[src/rtl/tdm_mux_pkg.sv]
// Shared types and helpers for the TDM word multiplexer.
//   state_t : stream FSM states
//   mode_t  : channel-selection mode encoding
//   ch_idx_w: ceil(log2(n)), minimum 1, for index widths
package tdm_mux_pkg;

  typedef enum logic {
    IDLE   = 1'b0,
    STREAM = 1'b1
  } state_t;

  typedef enum logic {
    MODE_MANUAL = 1'b0,
    MODE_SCAN   = 1'b1
  } mode_t;

  // Bits needed to index n items; never less than 1.
  function automatic int unsigned ch_idx_w(input int unsigned n);
    int unsigned w;
    w = 1;
    for (int i = 1; i < 32; i++) begin
      if ((32'd1 << i) < n) w = 32'(i + 1);
    end
    return w;
  endfunction

endpackage

[src/rtl/tdm_mux_scan_rr_next_ch.sv]
// Rotate-priority finder: first enabled channel at or after a start index,
// wrapping past NUM_CH-1.
//   ch_mask   : channel enables, bit i = channel i
//   start     : index where the search begins
//   next_ch_c : first enabled index found
//   found_c   : any channel enabled
//   wrapped_c : the found index lies below start (search wrapped)
module rr_next_ch
  import tdm_mux_pkg::*;
#(
  parameter int unsigned NUM_CH = 4,
  parameter int unsigned SEL_W  = ch_idx_w(NUM_CH)
) (
  input  logic [NUM_CH-1:0] ch_mask,
  input  logic [SEL_W-1:0]  start,
  output logic [SEL_W-1:0]  next_ch_c,
  output logic              found_c,
  output logic              wrapped_c
);

  // Wrapped candidates first, then in-order candidates override; descending
  // loops leave the lowest qualifying index in each pass.
  always_comb begin
    next_ch_c = '0;
    found_c   = 1'b0;
    wrapped_c = 1'b0;
    for (int i = int'(NUM_CH) - 1; i >= 0; i--) begin
      if (ch_mask[i] && (SEL_W'(i) < start)) begin
        next_ch_c = SEL_W'(i);
        found_c   = 1'b1;
        wrapped_c = 1'b1;
      end
    end
    for (int i = int'(NUM_CH) - 1; i >= 0; i--) begin
      if (ch_mask[i] && (SEL_W'(i) >= start)) begin
        next_ch_c = SEL_W'(i);
        found_c   = 1'b1;
        wrapped_c = 1'b0;
      end
    end
  end

endmodule

[src/rtl/tdm_mux_scan.sv]
// Registered NUM_CH-to-1 word multiplexer with valid/ready output stream.
// Manual mode loads the channel given by sel; scan mode walks the enabled
// channels round-robin, staying DWELL accepted beats on each.
//   clk, reset_n          : clock, async active-low reset
//   en, mode, sel, ch_mask: control (mode 0 = manual, 1 = scan)
//   din                   : packed channel words, channel i at [i*DATA_W +: DATA_W]
//   dout, out_valid       : registered output word and its valid
//   out_ready             : consumer accepts dout
//   cur_ch                : channel dout came from
//   wrap, err             : one-cycle pulses (scan wrap-around, bad manual sel)
module tdm_mux_scan
  import tdm_mux_pkg::*;
#(
  parameter int unsigned NUM_CH = 4,
  parameter int unsigned DATA_W = 8,
  parameter int unsigned DWELL  = 1,
  parameter int unsigned SEL_W  = ch_idx_w(NUM_CH)
) (
  input  logic                     clk,
  input  logic                     reset_n,
  input  logic                     en,
  input  logic                     mode,
  input  logic [SEL_W-1:0]         sel,
  input  logic [NUM_CH-1:0]        ch_mask,
  input  logic [NUM_CH*DATA_W-1:0] din,
  output logic [DATA_W-1:0]        dout,
  output logic                     out_valid,
  input  logic                     out_ready,
  output logic [SEL_W-1:0]         cur_ch,
  output logic                     wrap,
  output logic                     err
);

  localparam int unsigned CNT_W = (DWELL > 1) ? ch_idx_w(DWELL) : 1;

  state_t             state_q, state_d;
  logic [DATA_W-1:0]  dout_q, dout_d;
  logic               valid_q, valid_d;
  logic [SEL_W-1:0]   cur_ch_q, cur_ch_d;
  logic               wrap_q, wrap_d;
  logic               err_q, err_d;
  logic [CNT_W-1:0]   dwell_q, dwell_d;
  logic [SEL_W-1:0]   ptr_q, ptr_d;

  logic               beat;
  logic               dwell_done;
  logic               sel_bad;
  logic [SEL_W-1:0]   adv_start;
  logic [SEL_W-1:0]   rr_start;
  logic [SEL_W-1:0]   rr_next;
  logic               rr_found;
  logic               rr_wrapped;
  logic [SEL_W-1:0]   load_ch;
  logic               ch_bad;
  logic [DATA_W-1:0]  word;

  assign beat       = valid_q & out_ready;
  assign dwell_done = (dwell_q == CNT_W'(DWELL - 1));
  assign sel_bad    = ({1'b0, sel} >= (SEL_W + 1)'(NUM_CH));
  assign adv_start  = (cur_ch_q == SEL_W'(NUM_CH - 1)) ? '0 : cur_ch_q + SEL_W'(1);
  // From IDLE the search resumes at the scan pointer; in a stream it starts after cur_ch.
  assign rr_start   = (state_q == IDLE) ? ptr_q : adv_start;

  rr_next_ch #(
    .NUM_CH (NUM_CH),
    .SEL_W  (SEL_W)
  ) u_rr (
    .ch_mask   (ch_mask),
    .start     (rr_start),
    .next_ch_c (rr_next),
    .found_c   (rr_found),
    .wrapped_c (rr_wrapped)
  );

  // Channel the next load would use, whether or not a load happens.
  always_comb begin
    load_ch = cur_ch_q;
    ch_bad  = 1'b0;
    if (mode == MODE_MANUAL) begin
      if (sel_bad) begin
        load_ch = '0;
        ch_bad  = 1'b1;
      end else begin
        load_ch = sel;
      end
    end else if ((state_q == IDLE) || dwell_done) begin
      load_ch = rr_next;
    end
  end

  // Word select; an out-of-range manual sel yields zero.
  always_comb begin
    word = '0;
    for (int i = 0; i < int'(NUM_CH); i++) begin
      if (load_ch == SEL_W'(i)) word = din[i*DATA_W +: DATA_W];
    end
    if (ch_bad) word = '0;
  end

  // Stream FSM: next state, loads, dwell and pulse generation.
  always_comb begin
    state_d  = state_q;
    dout_d   = dout_q;
    valid_d  = valid_q;
    cur_ch_d = cur_ch_q;
    wrap_d   = 1'b0;
    err_d    = 1'b0;
    dwell_d  = dwell_q;
    ptr_d    = ptr_q;

    unique case (state_q)
      IDLE: begin
        dwell_d = '0;
        if (en && ((mode == MODE_MANUAL) || rr_found)) begin
          state_d  = STREAM;
          valid_d  = 1'b1;
          dout_d   = word;
          cur_ch_d = load_ch;
          err_d    = ch_bad;
          if (mode == MODE_SCAN) ptr_d = load_ch;
        end
      end

      STREAM: begin
        if (!en || (beat && (mode == MODE_SCAN) && !rr_found)) begin
          state_d = IDLE;
          valid_d = 1'b0;
          dwell_d = '0;
        end else if (beat) begin
          dout_d   = word;
          cur_ch_d = load_ch;
          err_d    = ch_bad;
          if (mode == MODE_MANUAL) begin
            dwell_d = '0;
          end else if (dwell_done) begin
            dwell_d = '0;
            ptr_d   = load_ch;
            // New index <= old index; the last channel always wraps.
            wrap_d  = rr_wrapped | (cur_ch_q == SEL_W'(NUM_CH - 1));
          end else begin
            dwell_d = dwell_q + CNT_W'(1);
          end
        end
      end

      default: begin
        state_d = IDLE;
        valid_d = 1'b0;
      end
    endcase
  end

  always_ff @(posedge clk or negedge reset_n) begin
    if (!reset_n) begin
      state_q  <= IDLE;
      dout_q   <= '0;
      valid_q  <= 1'b0;
      cur_ch_q <= '0;
      wrap_q   <= 1'b0;
      err_q    <= 1'b0;
      dwell_q  <= '0;
      ptr_q    <= '0;
    end else begin
      state_q  <= state_d;
      dout_q   <= dout_d;
      valid_q  <= valid_d;
      cur_ch_q <= cur_ch_d;
      wrap_q   <= wrap_d;
      err_q    <= err_d;
      dwell_q  <= dwell_d;
      ptr_q    <= ptr_d;
    end
  end

  assign dout      = dout_q;
  assign out_valid = valid_q;
  assign cur_ch    = cur_ch_q;
  assign wrap      = wrap_q;
  assign err       = err_q;

endmodule

[config.mk]
export PLATFORM = sky130hd
export DESIGN_NAME = tdm_mux_scan
export DESIGN_NICKNAME = d
export VERILOG_FILES = /design/src/rtl/tdm_mux_pkg.sv /design/src/rtl/tdm_mux_scan_rr_next_ch.sv /design/src/rtl/tdm_mux_scan.sv
export SDC_FILE = /design/constraint.sdc
export NUM_CORES = 1
export LEC_CHECK = 0
export CAP_MARGIN = 25
export CORE_MARGIN = 4
export CORE_UTILIZATION = 42
export CTS_BUF_LIST = sky130_fd_sc_hd__clkbuf_16
export DETAILED_ROUTE_END_ITERATION = 10
export GPL_TIMING_DRIVEN = 0
export PLACE_DENSITY = 0.94
export SLEW_MARGIN = 20
export SYNTH_ARGS = -nofsm -noshare
export SYNTH_HDL_FRONTEND = slang
export SYNTH_SLANG_ARGS = --single-unit
[constraint.sdc]
create_clock -name clk -period 5.5 [get_ports clk]
set_input_delay 0.825 -clock clk [delete_from_list [all_inputs] [get_ports clk]]
set_output_delay 0.825 -clock clk [all_outputs]
set_load 0.01 [all_outputs]
== Yosys cells after proc, flatten, opt, wreduce, memory -nomap -nowiden ==
Cells that the tools add are included.
Operators by class
  add/subtract/negate cells: 2
  shift operators: 0
  eq/ne operators: 12
  $lt $le $gt $ge: 8
  multipliers: 0
  mux-type cells: 59
  divide/modulo/power cells: 0
  bitwise operators: 5
  reduce and logical (&&, ||, !) cells: 20
Operators with widths (number)
  two-way mux 8 bit: 7
  two-way mux 2 bit: 21
  two-way mux 1 bit: 25
  one-hot mux 8 bit (2 select lines): 1
  logical AND 1 bit: 11
  inequality test 2 bit, second input constant: 4
  one-hot mux 2 bit (2 select lines): 2
  == test 2 bit, second input constant: 3
  inequality test 2 x 1 -> 1 bit, second input constant: 3
  one-hot mux 1 bit (2 select lines): 3
  AND reduction 6 bit: 1
  greater-or-equal comparator 1 x 2 -> 1 bit, first input constant: 2
  greater-or-equal comparator 2 bit, first input constant: 2
  less-than comparator 1 x 2 -> 1 bit, first input constant: 2
  less-than comparator 2 bit, first input constant: 2
  logical OR 1 bit: 3
  inequality test 3 x 1 -> 1 bit, second input constant: 1
  inverter 1 bit: 3
  AND reduction 3 bit: 1
  adder 2 x 1 -> 2 bit, second input constant: 1
  == test 2 x 1 -> 1 bit, second input constant: 1
  zero test 1 bit: 2
  zero test 2 bit: 1
  AND reduction 2 bit: 1
  other kinds (3): 3
Storage, ports and cells
  memories: 0
  output and inout bits: 13
  register bits after elaboration: 16
  latch bits: 0
  input bits: 43
  word-level logic and storage cells: 113
  bits in writable memories: 0
  bits in read-only memories: 0

== Depth between registers and ports, before layout ==
Gate-level depths: netlist of run 1.
  depth in word-level cells: 23
  mapped depth: 8
  mapped depth without buffers: 6

== By module ==
From an unflattened synthesis of run 1, not the netlist that was laid out.
Unflattened totals
  cell total of the unflattened synthesis: 140
  area, all modules: 1199.9 sq um
Modules (own cells, without submodules)
  tdm_mux_scan: instances 1, sequential area each 375.4 sq um, area each 1096.1 sq um, cells each 121
  rr_next_ch: instances 1, sequential area each 0.0 sq um, area each 103.8 sq um, cells each 19

== Worst setup path before layout of run 1 ==
OpenSTA, ideal clock, no wires.
  kind: register to register
  from: register cur_ch_q[0] (netlist: cur_ch[0])
  to: register dout_q[0] (netlist: dout[0])
  setup time: 0.091 ns
  slack: 3.391 ns
  arrival: 2.018 ns
  data required time: 5.409 ns
  period minus slack after synthesis: 2.109 ns
  stages on the path, launching flop included: 8
  buffers on the path: 1
  path through: dfrtp_1 > ha_1 > mux2i_4 > nor2_1 > o311a_1 > or3_1 > buf_6 > o221ai_1
Between the ends
  word-level cells in the longest chain between the ends: 23
  elaborated cells on any way between the ends: 58
  classes of those cells: add/sub (1); order compare (8); eq/ne (6); mux (28); reduce/logical (15)
Ends and longest elaborated chain
  start: declaration: line tdm_mux_scan.sv:39  | logic [SEL_W-1:0] cur_ch_q, cur_ch_d;
  start signal: assignment: line tdm_mux_scan.sv:167  | cur_ch_q <= cur_ch_d;
  adder 2 x 1 -> 2 bit / == test 2 bit (equally long branches): line tdm_mux_scan.sv:60  | assign adv_start = (cur_ch_q == SEL_W'(NUM_CH - 1)) ? '0 : cur_ch_q + SEL_W'(1);
  two-way mux 2 bit: line tdm_mux_scan.sv:60
  two-way mux 2 bit: line tdm_mux_scan.sv:62  | assign rr_start = (state_q == IDLE) ? ptr_q : adv_start;
  less-than comparator 2 bit: line tdm_mux_scan_rr_next_ch.sv:28  | if (ch_mask[i] && (SEL_W'(i) < start)) begin
  logical AND 1 bit: line tdm_mux_scan_rr_next_ch.sv:28
  two-way mux 2 bit (4 in a row): line tdm_mux_scan_rr_next_ch.sv:28
  two-way mux 2 bit (4 in a row): line tdm_mux_scan_rr_next_ch.sv:35  | if (ch_mask[i] && (SEL_W'(i) >= start)) begin
  two-way mux 2 bit: line tdm_mux_scan.sv:86  | end else if ((state_q == IDLE) || dwell_done) begin
  two-way mux 2 bit: line tdm_mux_scan.sv:79  | if (mode == MODE_MANUAL) begin
  zero test 2 bit: line tdm_mux_scan.sv:95  | if (load_ch == SEL_W'(i)) word = din[i*DATA_W +: DATA_W];
  two-way mux 8 bit (4 in a row): line tdm_mux_scan.sv:95
  two-way mux 8 bit: line tdm_mux_scan.sv:129  | end else if (beat) begin
  two-way mux 8 bit: line tdm_mux_scan.sv:125  | if (!en || (beat && (mode == MODE_SCAN) && !rr_found)) begin
  one-hot mux 8 bit (2 select lines): line tdm_mux_scan.sv:111  | unique case (state_q)
  end signal: assignment: line tdm_mux_scan.sv:165  | dout_q <= dout_d;
  end: declaration: line tdm_mux_scan.sv:37  | logic [DATA_W-1:0] dout_q, dout_d;
Several ways; a longest one is shown, not always the timed one. The select of a mux whose other input is x is not followed.
A chain may end at the register's enable or synchronous reset.

== Worst setup path after layout of run 1 ==
  from: input ch_mask[0]
  to: register dout_q[5] (netlist: dout[5])
Between the ends
  word-level cells in the longest chain between the ends: 16
  elaborated cells on any way between the ends: 34
  classes of those cells: eq/ne (5); mux (20); reduce/logical (9)
Ends and longest elaborated chain
  start: declaration: line tdm_mux_scan.sv:24  | input logic [NUM_CH-1:0] ch_mask,
  logical AND 1 bit: line tdm_mux_scan_rr_next_ch.sv:28
  two-way mux 2 bit: line tdm_mux_scan_rr_next_ch.sv:28
  two-way mux 2 bit (4 in a row): line tdm_mux_scan_rr_next_ch.sv:35
  two-way mux 2 bit: line tdm_mux_scan.sv:86
  two-way mux 2 bit: line tdm_mux_scan.sv:79
  zero test 2 bit: line tdm_mux_scan.sv:95
  two-way mux 8 bit (4 in a row): line tdm_mux_scan.sv:95
  two-way mux 8 bit: line tdm_mux_scan.sv:129
  two-way mux 8 bit: line tdm_mux_scan.sv:125
  one-hot mux 8 bit (2 select lines): line tdm_mux_scan.sv:111
Several ways; a longest one is shown, not always the timed one. The select of a mux whose other input is x is not followed.

==> results.toml, run 1 <==
[synth]
yosysWarnings = 0
netlist_top_cells_count = "19 x nand2_1, 16 x mux2i_1, 15 x dfrtp_1"
syn_inst = 113
synth-adder-area-share_pct = 1.17
ys_ff_latch = 15
syn_avg_cell_area_um2 = 9.47
synthFlopType = "dfrtp_1"
synth_top_area_cell = "dfrtp_1"
synth_compound_area_share_pct = 21.6
synth_cell_types = 37
syn_area_mm2 = 0.00107
synth_edf_count = 0
synth-xor-area-share_pct = 0
synth_most_common_cell = "nand2_1"
syn_nets = 157
synth_mux_area_share_pct = 17.1
async_flop_share_pct = 100
yosys-top-cells-area = "dfrtp_1 35%, mux2i_1 15%, nand2_1 6.7%"
ys_seq_area_share_pct = 35.1
synth_top_family_by_area = "compound AO/OA/AOI/OAI gates"
synth_top_area_share_pct = 35.1
synth-simple-area-share_pct = 18.7

[final_layout]
instances_no_fill = 201
fin_area_mm2 = 0.00173
drive_above_1_share_pct = 7.60
n_antenna_cell = 0
area_growth_pct = 61.4
fin_nets = 216
fillerInstances = 173
utilization_pct = 70.3

[critical_path]
path_cells = "clkdlybuf4s50_1 -> nor2_1 -> a31oi_1 -> nand2_1 -> or3_1 -> buf_6 -> o221ai_1"
cp_max_fo = 9
cp-start-kind = "primary input"
reg2reg_to = "dout[5]"
crit_path_top_delay_cell = "clkdlybuf4s50_1"
worstReg2RegStart = "cur_ch[0]"
rrSetupSlack_ns = 3.06
endpoint_kind = "flip-flop"
crit_end = "dout[5]"
criticalPathCategory = "primary input to flip-flop"
worstRegToRegCells = 6
required_ns = 5.64
worstPathArrival_ns = 2.95
startpoint = "ch_mask[0]"
slowest_delay_ns = 0.61

[place]
dp.cells = 197
placed_area_mm2 = 0.00165
portBuffers = 54
gp_congestion = 0.804
hpwl_mm = 2.52

[power]
sw_frac_of_total_pct = 32.7
seqPwrFrac_pct = 29.1
p_leak_nw = 0.802
clkPwrFrac_pct = 24.1
p_int_w = 0.000393
pwr_density_cell_mw_per_mm2 = 338
pwr-share-comb_pct = 46.9
p_sw_w = 0.000191
irDropWorstVdd_v = 0.000253

[status]
status = "finished, final reports clean"

[route]
drt_iter0_drc = 40
first_pass_iters = 4
drc = 0
wl_per_cell_um = 16.2
antenna_left = 0
drt-total-wl_mm = 3.26
num_vias = 1149
vias_per_cell = 5.72

[timing]
setup_viol = 0
rsz0062_at_grt = "no"
worstMarginPinSlew_ns = 0.682
finalHoldViolCount = 0
max_freq_mhz = 357
maxSlewViolCount = 0
setup_tns_ns = 0
relSlewSlack_pct = 54.4
fin_crit_sh_pct = 51.0
skew_ns = 0.00522
period_minus_slack_ns = 2.80

[die]
die_area_mm2 = 0.00342
fp.dieW_um = 58.5
num_io_pins = 56
die_h_um = 58.5
rows = 18
fp.coreArea_mm2 = 0.00245
start_util_pct = 43.6

[grt]
grt_pass1_wl_mm = 5.34
grt_antenna_before_repair = 0
grt_max_degree = 16
grt_usage_pct = 20.6
gr-total-overflow = 0
grt_pass1_vias = 1227

[clocking]
cts_setup_buffers = 0
clock_latency_ns = 0.25
path_clk_slew_ns = 0.05
cts.sinks = 15
ctsHtreeMaxLevel = 1
ctsResizeCount = 0
cts_buffers = 3
tritoncts = "done"
cts_root_buffer = "clkbuf_16"
cts_max_path_buffers = 2
hold_buffers = 0

[worst_hold_path]
hp-class = "flip-flop to flip-flop"

[run]
max-cap-violations = 0
==> how the worst min path moves through the flow <==
stage,start,end,cells past startpoint
final,dout[7],dout[7],2
after global placement,dout[0],dout[0],2
after floorplan,ptr_q[0],ptr_q[0],2
after CTS,dout[4],dout[4],2
after global routing,dout[0],dout[0],2
after detailed placement,dout[7],dout[7],2
==> routing by layer <==
metal / vias to the layer above / track usage, % / wire, um
met5: - / 0 / 0
met2: 74 / 35.4 / 1490
met3: 13 / 8.11 / 385
met4: 0 / 11.6 / 125
li1: 536 / - / -
met1: 526 / 21.2 / 1260
==> kinds of logic (layout without fill, tap and decap cells) <==
group	Yosys count	in the layout
compound gates	30	30
flops	15	15
other cells	1	1
mux	17	17
buf+inv	8	66
simple gates	41	41
fa+ha+maj	1	1
==> sequential cells by signal, indices dropped and copies added, names as in the netlist <==
name,flops
dout,8
state_q,1
cur_ch,2
ptr_q,2
out_valid,1
wrap,1
==> layout make-up <==
class	instances	area (um2)	share of cell area (%)
clock inverters	1	3.75	0.217
well taps	30	37.5	2.17
clock buffers	3	75.1	4.35
repair buffers	54	541	31.3
flip-flops and latches	15	375	21.7
plain buffers	6	56.3	3.26
multi-input cells	90	631	36.5
inverters	2	7.51	0.435
==> worst max-delay path: cells and delay by family <==
| kind | cells | cell delay, ns |
|---|---|---|
| simple gates | 3 | 0.70 |
| compound gates | 2 | 0.65 |
| buf+inv | 2 | 0.76 |
==> per-stage QoR <==
stage	total power (W)	setup slack, ns	hold WS [ns]
floorplan	0.000319	3.39	0.487
global placement	0.000430	2.61	0.469
detailed placement	0.000442	2.46	0.480
CTS	0.000584	2.69	0.495
global route	0.000619	2.52	0.521
finish	0.000583	2.70	0.490
==> cells in the final DEF, fill, tap and decap left out, types with 2 or more instances in the layout <==
| cell | n |
|---|---|
| inv_1 | 3 |
| o221ai_1 | 8 |
| a21oi_1 | 2 |
| o211ai_1 | 2 |
| nand2b_1 | 2 |
| buf_6 | 4 |
| nor2b_1 | 2 |
| mux2i_1 | 16 |
| o21bai_1 | 2 |
| a21o_1 | 2 |
| nand2_1 | 19 |
| clkdlybuf4s50_1 | 54 |
| dfrtp_1 | 15 |
| a31oi_1 | 3 |
| o21ai_0 | 3 |
| nand3_1 | 2 |
| nor2_1 | 8 |
| clkbuf_16 | 3 |
==> power by group through the flow <==
stage	sequential (W)	combinational, W	clock (W)
CTS	0.000169	0.000275	0.000140
floorplan	0.000179	0.000140	0
global route	0.000174	0.000297	0.000148
finish	0.000170	0.000273	0.000140
global placement	0.000168	0.000262	0
detailed placement	0.000170	0.000272	0
No activity file was read; power rests on OpenSTA's default activity.
==> run 2: changes to the inputs <==
- CORE_UTILIZATION: 42 -> 35
- PLACE_DENSITY: 0.94 -> 0.84
- clock period: 5.5 -> 2.5 ns (I/O delays scaled with it)
==> run 2 against run 1 <==
  * Non-clock buffer count unchanged
  * Via count decreased by 3.7%
  * Final cell count increased by 0.50%
  * Wire length decreased by 6.7%
  * Highest routed layer unchanged
==> results.toml, run 2 (same netlist as run 1, synthesis figures left out) <==
[final_layout]
fin_nets = 216
fillerInstances = 235
area_growth_pct = 62.5
layout_commonest_cell = "clkdlybuf4s50_1"
final_cell_mix = "54 x clkdlybuf4s50_1, 19 x nand2_1, 16 x mux2i_1"
largest_reg_flops = 8
drive_above_1_share_pct = 8.77
n_antenna_cell = 0

[timing]
max_freq_mhz = 433
rsz0062_at_grt = "no"
skew_ns = 0.00101
worstMarginPinSlew_ns = 0.685
finalHoldViolCount = 0
fin_crit_sh_pct = 92.3
relSlewSlack_pct = 54.2
setup_viol = 0
setup_tns_ns = 0
period_minus_slack_ns = 2.31
maxSlewViolCount = 0
hold_slack_ns = 0.491

[critical_path]
crit_family = "compound AO/OA/AOI/OAI gates"
worstPathArrival_ns = 2.40
required_ns = 2.59
slowest_delay_ns = 0.45
crit_path_top_delay_cell = "dfrtp_1"
cp_common_cell = "buf_6"
path_cells = "ha_1 -> or3b_4 -> a31oi_2 -> o211ai_1 -> buf_6 -> buf_6 -> mux2i_1 -> o221ai_1"
endpoint_kind = "flip-flop"
cp_max_fo = 10
path_buf_inv = 2
cp-start-kind = "flip-flop"
criticalPathCategory = "flip-flop to flip-flop"

[die]
num_io_pins = 56
rows = 19
die_area_mm2 = 0.00400
fp.coreArea_mm2 = 0.00283
start_util_pct = 37.8
fp.dieW_um = 63.3
die_h_um = 63.3

[place]
hpwl_mm = 2.38
portBuffers = 54
gp_congestion = 0.899

[clocking]
clock_latency_ns = 0.24
ctsResizeCount = 0
cts_setup_buffers = 0
path_clk_slew_ns = 0.05
cts_buffers = 3
tritoncts = "done"
cts_root_buffer = "clkbuf_16"
ctsHtreeMaxLevel = 1
cts_max_path_buffers = 2
hold_buffers = 0
cts.sinks = 15

[route]
drc = 0
antenna_left = 0
drt-total-wl_mm = 3.04
wl_per_cell_um = 15.1
drt_iter0_drc = 35
first_pass_iters = 5
vias_per_cell = 5.48
num_vias = 1106

[power]
pwr_density_cell_mw_per_mm2 = 736
p_leak_nw = 0.801
irDropWorstVdd_v = 0.000414

[status]
status = "finished, final reports clean"

[grt]
grt_antenna_before_repair = 0
grt_max_degree = 16
grt_usage_pct = 15.6
grt_pass1_vias = 1156
grt_pass1_wl_mm = 5.06
gr-total-overflow = 0

[worst_hold_path]
hp-class = "flip-flop to flip-flop"

[run]
max-cap-violations = 0
run 2: where the power goes:
| group | switching [W] | internal, W | total [W] |
|---|---|---|---|
| clock | 0.0000941 | 0.000212 | 0.000306 |
| sequential | 0.0000565 | 0.000316 | 0.000373 |
| combinational | 0.000261 | 0.000340 | 0.000601 |
| total | 0.000411 | 0.000868 | 0.00128 |
run 2: worst paths after layout:
check | depth (start not counted) | end | slack, ns | start
worst max-delay path | 8 | dout[5] | 0.19 | cur_ch[0]
worst min-delay path | 2 | dout[6] | 0.49 | dout[6]
worst max register to register | 8 | dout[5] | 0.19 | cur_ch[0]
worst min register to register | 2 | dout[6] | 0.49 | dout[6]
max in group asynchronous | 1 | wrap | 1.51 | reset_n
min in group asynchronous | 1 | dout[0] | 0.55 | reset_n
run 2: cell type report:
class / instances / area [um2] / share of cell area [%]
multi-input cells: 90 / 641 / 36.9
repair buffers: 54 / 541 / 31.1
flip-flops and latches: 15 / 375 / 21.6
clock buffers: 3 / 75.1 / 4.32
plain buffers: 6 / 56.3 / 3.24
well taps: 31 / 38.8 / 2.23
inverters: 2 / 7.51 / 0.432
clock inverters: 1 / 3.75 / 0.216
run 2: worst reg2reg max path, delay by kind of cell, from the launching register on:
family          cells  cell delay, ns
compound gates      3            0.49
buf+inv             2            0.34
fa+ha+maj           1            0.30
simple gates        1            0.44
mux                 1            0.15
flops               1            0.45
run 2: stage by stage:
step	power, W	cell area, um2	std cells	setup slack (ns)	utilization (%)
2_1_floorplan	0.000702	1070	113	0.391	-
3_3_place_gp	0.000951	1650	198	0.0397	58.3
3_5_place_dp	0.000967	1650	198	0.0200	58.3
4_1_cts	0.00128	1730	202	0.0951	61.1
5_1_grt	0.00137	1740	202	0.00907	61.4
6_report	0.00128	1740	202	0.192	61.4
run 2: layer usage:
metal  routed length (um)  global-route usage [%]  vias up
met5                    0                       0        -
met4                   36                    5.39        0
met3                  324                    5.86        5
met2                 1430                    27.3       64
met1                 1250                    17.3      501
li1                     -                       -      536
==> run 3: changes to the inputs <==
- CAP_MARGIN: 25 -> not set
- CORE_ASPECT_RATIO: not set -> 0.8
==> run 3 against run 2 <==
  * Clock-buffer cell count did not move
  * Setup slack got worse by 0.0033 ns
  * Fmax fell by 0.14%
  * Critical path type unchanged
==> results.toml, run 3 (same netlist as run 1, synthesis figures left out) <==
[clocking]
cts.sinks = 15
tritoncts = "done"
ctsHtreeMaxLevel = 1
ctsResizeCount = 0
cts_max_path_buffers = 2
path_clk_slew_ns = 0.05
cts_buffers = 3
clock_latency_ns = 0.25
hold_buffers = 0
cts_setup_buffers = 0
cts_root_buffer = "clkbuf_16"

[timing]
skew_ns = 0.000970
rsz0062_at_grt = "no"
setup_viol = 0
setup_slack_ns = 0.189
maxSlewViolCount = 0
period_minus_slack_ns = 2.31
max_freq_mhz = 433
finalHoldViolCount = 0
relSlewSlack_pct = 53.3
fin_crit_sh_pct = 92.4
setup_tns_ns = 0
worstMarginPinSlew_ns = 0.699

[die]
fp.dieW_um = 69.8
num_io_pins = 56
die_h_um = 57.5
die_area_mm2 = 0.00401
rows = 17
start_util_pct = 37.5
fp.coreArea_mm2 = 0.00285

[critical_path]
endpoint_kind = "flip-flop"
required_ns = 2.60
criticalPathCategory = "flip-flop to flip-flop"
cp_max_fo = 10
cp-start-kind = "flip-flop"
worstPathArrival_ns = 2.41

[final_layout]
fillerInstances = 249
n_antenna_cell = 0
final_cell_mix = "54 x clkdlybuf4s50_1, 19 x nand2_1, 16 x mux2i_1"
layout_commonest_cell = "clkdlybuf4s50_1"
drive_above_1_share_pct = 8.77
largest_reg_flops = 8
fin_nets = 216
area_growth_pct = 63.3

[power]
p_sw_w = 0.000415
irDropWorstVdd_v = 0.000590
p_leak_nw = 0.801
sw_frac_of_total_pct = 32.3
seqPwrFrac_pct = 28.7
clkPwrFrac_pct = 24.1
pwr_density_cell_mw_per_mm2 = 735
p_int_w = 0.000868
pwr-share-comb_pct = 47.2

[grt]
grt_antenna_before_repair = 0
grt_usage_pct = 15.7
gr-total-overflow = 0
grt_max_degree = 16
grt_pass1_vias = 1180
grt_pass1_wl_mm = 5.11

[route]
vias_per_cell = 5.28
first_pass_iters = 4
drt_iter0_drc = 28
antenna_left = 0
num_vias = 1104
drc = 0
drt-total-wl_mm = 3.08
wl_per_cell_um = 14.7

[status]
status = "finished, final reports clean"

[worst_hold_path]
hp-class = "flip-flop to flip-flop"

[place]
portBuffers = 54
gp_congestion = 0.940
dpl_worst_slack_ns = -0.0519
hpwl_mm = 2.59

[run]
max-cap-violations = 0
[run 3: final timing paths]
| check | start | endpoint | slack, ns | cells after the start |
|---|---|---|---|---|
| worst min register to register | dout[6] | dout[6] | 0.49 | 2 |
| min in group asynchronous | reset_n | dout[5] | 0.55 | 1 |
| worst max-delay path | cur_ch[0] | dout[7] | 0.19 | 8 |
| max in group asynchronous | reset_n | dout[0] | 1.50 | 1 |
| worst max register to register | cur_ch[0] | dout[7] | 0.19 | 8 |
| worst min-delay path | dout[6] | dout[6] | 0.49 | 2 |
[run 3: through the flow]
| stage | instances | instance area [um2] | total power (W) | util (%) | hold WS (ns) |
|---|---|---|---|---|---|
| floorplan | 113 | 1070 | 0.000702 | - | 0.0794 |
| global placement | 205 | 1660 | 0.000954 | 58.2 | 0.473 |
| detailed placement | 205 | 1660 | 0.000974 | 58.2 | 0.476 |
| CTS | 209 | 1740 | 0.00128 | 60.9 | 0.487 |
| global route | 209 | 1750 | 0.00136 | 61.3 | 0.510 |
| finish | 209 | 1750 | 0.00128 | 61.3 | 0.487 |
[run 3: routing by layer]
metal  vias to the layer above  track usage (%)  routed length [um]
li1                        536                -                   -
met1                       523             18.4                1260
met2                        37             27.9                1630
met3                         8             3.70                 124
met4                         0             6.01                  68
met5                         -                0                   0
[run 3: final cells by class]
cell class | instances | area, um2 | area share, %
inverter | 2 | 7.51 | 0.430
tap | 38 | 47.5 | 2.72
sequential | 15 | 375 | 21.5
clock inverter | 1 | 3.75 | 0.215
timing repair buffer | 54 | 541 | 30.9
clock buffer | 3 | 75.1 | 4.30
multi-input combinational | 90 | 641 | 36.7
buffer | 6 | 56.3 | 3.22
[run 3: power groups by stage]
stage,combinational (W),clock (W),sequential (W)
after CTS,0.000605,0.000311,0.000368
after global routing,0.000655,0.000328,0.000379
after floorplan,0.000308,0,0.000395
final,0.000606,0.000309,0.000368
after detailed placement,0.000602,0,0.000372
after global placement,0.000587,0,0.000367
[run 3: worst max-delay path: stages, from the launching register on]
cell,delay (ns)
dfrtp_1,0.43
ha_1,0.38
nor4bb_2,0.37
o211ai_1,0.12
o211ai_1,0.12
buf_6,0.20
buf_6,0.18
mux2i_1,0.22
o221ai_1,0.15
